==> src/rtl/conv_row_sched.sv <==
// ============================================================================
//  Module   : conv_row_sched
//  Purpose  : Row sequencer for the row-parallel conv PE array: loads kernel
//             rows, streams feature rows, triggers PE passes and output writes.
//  Options  : PERF_CNT_EN - builds the busy-cycle counter on perf_cycles.
//  Revision : 1.0 - initial release
// ============================================================================
`default_nettype none

module conv_row_sched #(
    parameter int IMG_ROWS = 64,
    parameter int K_ROWS   = 4,
    parameter int CI_W     = 9
) (
    input  logic            clk,
    input  logic            rst,
    input  logic            start_conv,
    input  logic [CI_W-1:0] cfg_ci,
    input  logic [1:0]      cfg_co,
    output logic            busy,
    output logic            end_conv,
    output logic            w_rd_en,
    output logic [1:0]      w_rd_addr,
    input  logic            w_rd_valid,
    output logic            i_rd_en,
    output logic [5:0]      i_rd_addr,
    input  logic            i_rd_valid,
    output logic            pe_start,
    output logic [CI_W-1:0] pe_ci,
    input  logic            pe_done,
    output logic            o_wr_en,
    output logic [5:0]      o_wr_row,
    output logic [1:0]      o_wr_pass,
    output logic [31:0]     perf_cycles
);

    localparam logic [2:0] c_S_IDLE    = 3'd0;
    localparam logic [2:0] c_S_LOAD_W  = 3'd1;
    localparam logic [2:0] c_S_LOAD_I  = 3'd2;
    localparam logic [2:0] c_S_COMPUTE = 3'd3;
    localparam logic [2:0] c_S_WRITE   = 3'd4;
    localparam logic [2:0] c_S_DONE    = 3'd5;

    localparam logic [5:0] c_LAST_ROW  = 6'(IMG_ROWS - 1);
    localparam logic [5:0] c_OUT_LAG   = 6'(K_ROWS - 1);
    localparam logic [1:0] c_LAST_KROW = 2'(K_ROWS - 1);

    logic [2:0]      r_state;
    logic [2:0]      w_state_nxt;
    logic [1:0]      r_krow;
    logic [5:0]      r_row;
    logic [1:0]      r_pass;
    logic [CI_W-1:0] r_ci;
    logic [1:0]      r_co;
    logic            r_wgap;
    logic            r_pe_start;

    always_comb begin
        w_state_nxt = r_state;
        busy        = 1'b0;
        end_conv    = 1'b0;
        w_rd_en     = 1'b0;
        i_rd_en     = 1'b0;
        o_wr_en     = 1'b0;
        case (r_state)
            c_S_IDLE: begin
                if (start_conv)
                    w_state_nxt = (cfg_ci == '0) ? c_S_DONE : c_S_LOAD_W;
            end
            c_S_LOAD_W: begin
                busy = 1'b1;
                // One idle cycle after each returned row keeps a single read in flight.
                w_rd_en = !r_wgap;
                if (!r_wgap && w_rd_valid && r_krow == c_LAST_KROW)
                    w_state_nxt = c_S_LOAD_I;
            end
            c_S_LOAD_I: begin
                busy    = 1'b1;
                i_rd_en = 1'b1;
                if (i_rd_valid)
                    w_state_nxt = c_S_COMPUTE;
            end
            c_S_COMPUTE: begin
                busy = 1'b1;
                if (pe_done)
                    w_state_nxt = (r_row >= c_OUT_LAG) ? c_S_WRITE : c_S_LOAD_I;
            end
            c_S_WRITE: begin
                busy    = 1'b1;
                o_wr_en = 1'b1;
                if (r_row == c_LAST_ROW)
                    w_state_nxt = (r_pass == r_co) ? c_S_DONE : c_S_LOAD_W;
                else
                    w_state_nxt = c_S_LOAD_I;
            end
            c_S_DONE: begin
                end_conv    = 1'b1;
                w_state_nxt = c_S_IDLE;
            end
            default: w_state_nxt = c_S_IDLE;
        endcase
    end

    always_ff @(posedge clk) begin
        if (rst) begin
            r_state    <= c_S_IDLE;
            r_krow     <= '0;
            r_row      <= '0;
            r_pass     <= '0;
            r_ci       <= '0;
            r_co       <= '0;
            r_wgap     <= 1'b0;
            r_pe_start <= 1'b0;
        end else begin
            r_state    <= w_state_nxt;
            r_pe_start <= (r_state == c_S_LOAD_I) && i_rd_valid;
            r_wgap     <= 1'b0;
            case (r_state)
                c_S_IDLE: begin
                    if (start_conv) begin
                        r_ci   <= cfg_ci;
                        r_co   <= cfg_co;
                        r_row  <= '0;
                        r_pass <= '0;
                        r_krow <= '0;
                    end
                end
                c_S_LOAD_W: begin
                    if (!r_wgap && w_rd_valid) begin
                        r_wgap <= 1'b1;
                        r_krow <= (r_krow == c_LAST_KROW) ? 2'd0 : r_krow + 2'd1;
                    end
                end
                c_S_COMPUTE: begin
                    if (pe_done && r_row < c_OUT_LAG)
                        r_row <= r_row + 6'd1;
                end
                c_S_WRITE: begin
                    if (r_row == c_LAST_ROW) begin
                        r_row  <= '0;
                        r_pass <= r_pass + 2'd1;
                    end else begin
                        r_row <= r_row + 6'd1;
                    end
                end
                default: ;
            endcase
        end
    end

    assign w_rd_addr = r_krow;
    assign i_rd_addr = r_row;
    assign pe_start  = r_pe_start;
    assign pe_ci     = r_ci;
    assign o_wr_row  = o_wr_en ? (r_row - c_OUT_LAG) : 6'd0;
    assign o_wr_pass = o_wr_en ? r_pass : 2'd0;

`ifdef PERF_CNT_EN
    logic [31:0] r_perf;

    always_ff @(posedge clk) begin
        if (rst)
            r_perf <= '0;
        else if (r_state == c_S_IDLE && start_conv)
            r_perf <= '0;
        else if (busy)
            r_perf <= r_perf + 32'd1;
    end

    assign perf_cycles = r_perf;
`else
    assign perf_cycles = 32'd0;
`endif

endmodule

`default_nettype wire
==> config.mk <==
export PLATFORM = sky130hd
export DESIGN_NAME = conv_row_sched
export DESIGN_NICKNAME = d
export VERILOG_FILES = /design/src/rtl/conv_row_sched.sv
export SDC_FILE = /design/constraint.sdc
export NUM_CORES = 1
export LEC_CHECK = 0
export BUFFER_PORTS_ARGS = -buffer_cell sky130_fd_sc_hd__buf_4
export CAP_MARGIN = 20
export CELL_PAD_IN_SITES_DETAIL_PLACEMENT = 0
export CELL_PAD_IN_SITES_GLOBAL_PLACEMENT = 2
export CORE_MARGIN = 10
export CORE_UTILIZATION = 27
export CTS_CLUSTER_DIAMETER = 50
export CTS_CLUSTER_SIZE = 24
export DETAILED_ROUTE_END_ITERATION = 8
export PLACE_DENSITY_LB_ADDON = 0.15
export SLEW_MARGIN = 10
export SYNTH_ARGS = -nofsm -noshare
export SYNTH_HDL_FRONTEND = slang
export SYNTH_SLANG_ARGS = --single-unit
==> constraint.sdc <==
create_clock -name clk -period 4.05 [get_ports clk]
set_input_delay 0.2025 -clock clk [delete_from_list [all_inputs] [get_ports clk]]
set_output_delay 0.2025 -clock clk [all_outputs]
set_load 0.01 [all_outputs]
==> results.txt, run 1 <==
Hold Vio Cnt, Final -> 0
Ys flop type -> dfxtp_1
Max stage delay cell, worst path -> dfxtp_1
Nature of the critical path startpoint -> flop
Longest Clk Path Bufs -> 2
DIE WIDTH -> 101 µm
Placed cell areas -> 2030 µm²
Post-synth cell types -> 53
Vias in the first global route -> 1545
Min cycle time layout -> 2.16 ns
Slowest cell delay on critical path -> 0.68 ns
Reg clk slew, reported paths -> 0.10 ns
Share of the clock period used by the worst path after layout -> 0.534
H-tree Lvls -> 1
Worst EP arrival -> 1.96 ns
Vias post-DR -> 1485
TritonCTS buffer count -> 3
Detailed Routing Iterations Pass 1 -> 4
Most common cell after layout, fill and taps aside -> buf_4
Critical Path RT -> 3.85 ns
Drt first-iter violations -> 96
Final setup violation count -> 0
Area grow syn2layout -> 19.5%
Cells after Synth -> 215
Final nets -> 274
Clock Skews -> 0.00597 ns
RSZ-0062 raised after global routing -> no
WHS Path Cells -> 3
Hold-fix buffers at CTS -> 0
Synth area leader -> dfxtp_1
Synth Area per Inst -> 8.19 µm²
# diodes -> 0
Routed WL per cell -> 14.7 µm
First-pass GRT wire length -> 7740 µm
# clock sinks -> 26
Worst Hold Class -> in -> reg
Largest net degree at the start of global routing -> 32
Post-CTS setup buffers -> 0
Initial Utilization -> 0.277
MaxCap Viol Count -> 0
Initial antenna violation count -> 0
Via-to-Cell Ratio -> 4.49
Slew @ Worst Pin -> 0.642 ns
Commonest non-fill, non-tap cells in the layout -> buf_4 (48), conb_1 (32), nand2_1 (27), dfxtp_1 (26), a21oi_1 (20)
Input/output buffers -> 47
Cell family with most CP delay -> simple AND/OR/NAND/NOR gates
Synth async-reset ratio -> 0
Worst skew pair latency -> 0.28 ns
Row cnt -> 29
Peak supply drop -> 0.000177 V
Drt drc -> 0
CTS tree -> built
Worst path depth -> 4
Register-to-Register Path Depth -> 5
Seq/Total Area, Yosys -> 0.296
Pwr dens -> 328 nW/µm²
Seq cells post-synth -> 26
Fraction of layout cells with a size suffix above 1 -> 0.256
Max Freq -> 462 MHz
Die Height -> 101 µm
Post-CTS sizing -> 0
Cells along the critical path -> or3b_1, clkinv_8, and2_1, buf_4
Final instance area -> 2100 µm²
Detail Route Antenna Nets -> 0
Final setup TNS -> 0 ns
Static leakage -> 0.000904 µW
Routed WL -> 4850 µm
I/O Pins -> 80
Top cell type's share of synthesized area -> 0.296
Synth top area cells -> dfxtp_1 (30%), buf_4 (14%), nand2_1 (5.8%)
Die ar. -> 10100 µm²
Crit end category -> output pin
GRT Overall Usage -> 0.0922
EDFF count, synth -> 0
Maximum fanout along the worst path -> 16
Max-slew violations -> 0
Status -> finished, final reports clean
Mapped cell area -> 1760 µm²
Max-slew headroom -> 0.571
GRT overflow -> 0
Hold Slack -> 0.163 ns
Gpl congestion -> 0.724
Yosys Warn Count -> 0
Hpwl dp -> 3720 µm
Clk root buf -> clkbuf_8
Kind of critical path -> reg -> out
CORE AREA -> 6350 µm²
WP buf/inv -> 2
[per-layer routing]
layer	track usage	wire (µm)
met1	0.107	2110
met2	0.153	2250
met3	0.0418	459
met4	0.0163	28
met5	0	0
[synthesized netlist by cell type, drive strengths merged, types with 4 or more instances]
| master | n |
|---|---|
| nor2b | 5 |
| a21oi | 21 |
| o21ai | 7 |
| nor2 | 12 |
| nand3 | 9 |
| or3 | 4 |
| dfxtp | 26 |
| xnor2 | 4 |
| buf | 40 |
| clkbuf | 4 |
| nand2 | 27 |
[final timing paths]
path / startpoint / endpoint / slack [ns]
setup / recovery: r_state[2]$_SDFFE_PP0P_ / o_wr_row[1] / 1.89
hold / removal: cfg_co[0] / r_co[0]$_SDFFE_PP0P_ / 0.16
setup reg to reg: r_state[2]$_SDFFE_PP0P_ / r_state[2]$_SDFFE_PP0P_ / 2.04
hold reg to reg: pe_ci[1]$_SDFFE_PP0P_ / pe_ci[1]$_SDFFE_PP0P_ / 0.47
[kinds of logic (layout without fill, tap and decap cells)]
family | Yosys count | count (layout) | synth area share
xor gates and xnor gates | 7 | 7 | 0.0348
and+or+nand+nor | 89 | 89 | 0.289
DFF | 26 | 26 | 0.296
AOI/OAI and AO/OA | 43 | 43 | 0.179
buffers and inverters | 47 | 55 | 0.185
adders and majority gates | 2 | 2 | 0.0142
other | 1 | 32 | 0.00213
[cell type report]
class,instances,area [µm²]
Clock buffer,3,41.3
Clock inverter,1,30.0
Fill cell,689,4250
Inverter,3,23.8
Multi-Input combinational cell,173,1030
Sequential cell,26,520
Tap cell,77,96.3
Timing Repair Buffer,48,360
[per-stage QoR]
step / setup WS (ns) / power [µW] / utilization / instances
after floorplan: 2.41 / 428 / - / 246
after global placement: 2.04 / 473 / 0.320 / 327
after detailed placement: 2.03 / 471 / 0.320 / 327
after CTS: 1.84 / 698 / 0.331 / 331
after global routing: 1.74 / 735 / 0.331 / 331
final: 1.89 / 689 / 0.331 / 331
[registers in the layout, summed over array words and instances (netlist names)]
signal	count
r_wgap	1
pe_ci	9
w_rd_addr	2
r_co	2
i_rd_addr	6
r_state	3
r_pass	2
pe_start	1
[worst reg2reg max path: stages, from the launching register on]
cell,delay (ns)
dfxtp_1,0.68
or3b_1,0.63
clkinv_8,0.13
nand3_2,0.11
nor3_1,0.27
o21ba_1,0.16
[power by group]
part / switching (µW) / internal (µW) / leakage (µW)
combinational: 94.8 / 72.5 / 0.000657
clock: 92.9 / 132 / 0.0000357
sequential: 23.9 / 273 / 0.000212
total: 212 / 478 / 0.000904
Note: power is estimated with default switching activity, not from simulation.
==> run 2, diff against run 1 <==
CORE_UTILIZATION = 23   (was 27)
clock period = 1.9 ns   (was 4.05 ns; I/O delays follow)
==> results.txt, run 2 (synthesis gave the netlist of run 1 again) <==
GR Layer Usage met3 -> 0.0377 (-0.00411)
Row cnt -> 31 (+6.9%)
Detailed Routing Iterations Pass 1 -> 4 (unchanged)
Initial Utilization -> 0.240 (-0.0371)
TritonCTS buffer count -> 3 (unchanged)
Die ar. -> 11600 µm² (+14%)
Area grow syn2layout -> 26.8%
CORE AREA -> 7330 µm² (+15%)
Drt drc -> 0 (unchanged)
GRT Overall Usage -> 0.0868 (-0.00543)
Register-to-Register Path Depth -> 4 (-1)
Static leakage -> 0.000972 µW (+7.5%)
Hold Vio Cnt, Final -> 0 (unchanged)
RR Startpoint -> r_state[1]$_SDFFE_PP0P_
Finished Core Util -> 0.304 (-0.0267)
Maximum fanout along the worst path -> 17 (+1)
Peak supply drop -> 0.000324 V (+83%)
Hold worst-path end -> r_co[0]$_SDFFE_PP0P_
Pre-CTS setup slack -> 0.144 ns (-1.89 ns)
Vias in the first global route -> 1611 (+4.3%)
I/O Pins -> 80 (unchanged)
Input/output buffers -> 47 (unchanged)
DIE WIDTH -> 107 µm (+6.7%)
Initial antenna violation count -> 0 (unchanged)
CTS tree -> built
# diodes -> 0 (unchanged)
Worst skew pair latency -> 0.28 ns (about the same)
Kind of critical path -> reg -> out
H-tree Lvls -> 1 (unchanged)
M2 GR Usage -> 0.144 (-0.00929)
First-pass GRT wire length -> 8310 µm (+7.4%)
Fraction of layout cells with a size suffix above 1 -> 0.300 (+0.0437)
Worst Hold Class -> in -> reg
Reg clk slew, reported paths -> 0.10 ns (about the same)
Setup ws final -> 0.103 ns (-1.78 ns)
Hold Path Origin -> cfg_co[0]
Nature of the critical path startpoint -> flop
Slew @ Worst Pin -> 0.554 ns (-0.0880 ns)
Min cycle time layout -> 1.80 ns
RSZ-0062 raised after global routing -> no
# clock sinks -> 26 (unchanged)
Most common cell after layout, fill and taps aside -> buf_4
Clock Skews -> 0.00390 ns (-0.00207 ns)
Global routing met1 resource utilization -> 0.103 (-0.00447)
Commonest non-fill, non-tap cells in the layout -> buf_4 (61), conb_1 (32), nand2_1 (27), dfxtp_1 (26), a21oi_1 (20)
Post-CTS setup buffers -> 0 (unchanged)
Final setup TNS -> 0 ns (unchanged)
Pwr dens -> 677 nW/µm² (+110%)
Max reg flops -> 9 (unchanged)
Largest net degree at the start of global routing -> 32 (unchanged)
Die Height -> 107 µm (+6.7%)
Routed WL -> 5200 µm (+7.2%)
Gpl congestion -> 0.656 (-9.4%)
Via-to-Cell Ratio -> 4.30 (-4.2%)
Max-slew headroom -> 0.630 (+0.0594)
WHS Path Cells -> 3 (unchanged)
Vias post-DR -> 1573 (+5.9%)
Hpwl dp -> 4040 µm (+8.8%)
Routed WL per cell -> 14.2 µm (-3.0%)
Total power -> 1510 µW (+120%)
Clk root buf -> clkbuf_8
Detail Route Antenna Nets -> 0 (unchanged)
Crit end category -> output pin
Final nets -> 287 (+4.7%)
Status -> finished, final reports clean
Global route hottest layer -> met2
Longest Clk Path Bufs -> 2 (unchanged)
Hold Slack -> 0.0568 ns (-0.106 ns)
Max-slew violations -> 0 (unchanged)
Filler cells -> 827 (+20%)
R2R setup slack -> 0.13 ns (-1.91 ns)
MaxCap Viol Count -> 0 (unchanged)
Share of the clock period used by the worst path after layout -> 0.946
Max Freq -> 557 MHz
GRT overflow -> 0 (unchanged)
Worst EP arrival -> 1.70 ns (-0.26 ns)
Critical Path RT -> 1.80 ns (-2.05 ns)
Final setup violation count -> 0 (unchanged)
Drt first-iter violations -> 61 (-36%)
Reg2reg end -> i_rd_addr[0]$_SDFFE_PP0P_
[run 2: cell count changes in the layout (fill, tap and decap cells not counted)]
| cell | previous run | this run |
|---|---|---|
| or3b_1 | 2 | 1 |
| buf_4 | 48 | 61 |
| or3b_4 | 0 | 1 |
| and4_2 | 0 | 1 |
| and4_1 | 1 | 0 |
[run 2: worst max path at each step]
stage               cells after the start                        end  slack (ns)                       from
floorplan                               5  i_rd_addr[3]$_SDFFE_PP0P_        0.26  i_rd_addr[0]$_SDFFE_PP0P_
global placement                        4  i_rd_addr[0]$_SDFFE_PP0P_        0.14    r_state[1]$_SDFFE_PP0P_
detailed placement                      5  i_rd_addr[3]$_SDFFE_PP0P_        0.14  i_rd_addr[1]$_SDFFE_PP0P_
CTS                                     4                o_wr_row[4]        0.08    r_state[1]$_SDFFE_PP0P_
global route                            4                o_wr_row[2]       0.006    r_state[1]$_SDFFE_PP0P_
finish                                  4                o_wr_row[4]        0.10    r_state[1]$_SDFFE_PP0P_
[run 2: through the flow]
stage / cell area, µm² / cells
3_5_place_dp: 2160 / 362
4_1_cts: 2230 / 366
3_3_place_gp: 2160 / 362
6_report: 2230 / 366
2_1_floorplan: 1880 / 246
5_1_grt: 2230 / 366
[run 2: report_power, final]
part | internal [µW] | total (µW) | switching, µW
Clock | 282 | 485 | 203
Combinational | 184 | 398 | 214
Sequential | 582 | 629 | 47.2
Total | 1050 | 1510 | 464
[run 2: timing repair]
action,CTS,global route
setup endpoints to repair,2,2
hold buffers,0,0
resized for setup,1,1
[run 2: cell type report]
cell class,instances,area [µm²],share of cell area
clock buffers,3,41.3,0.0185
clock inverters,1,30.0,0.0135
well taps,99,124,0.0555
inverters,3,23.8,0.0107
multi-input cells,173,1030,0.464
flip-flops and latches,26,520,0.233
repair buffers,61,458,0.205
[run 2: critical path: stages (launching register included)]
cell	delay [ns]
dfxtp_1	0.49
or3b_4	0.51
buf_4	0.18
nor2_1	0.10
buf_4	0.13
[run 2: metal layers]
| metal | vias up | routed length (µm) |
|---|---|---|
| li1 | 785 | - |
| met2 | 53 | 2440 |
| met3 | 2 | 485 |
| met1 | 733 | 2260 |
| met5 | - | 0 |
| met4 | 0 | 17 |
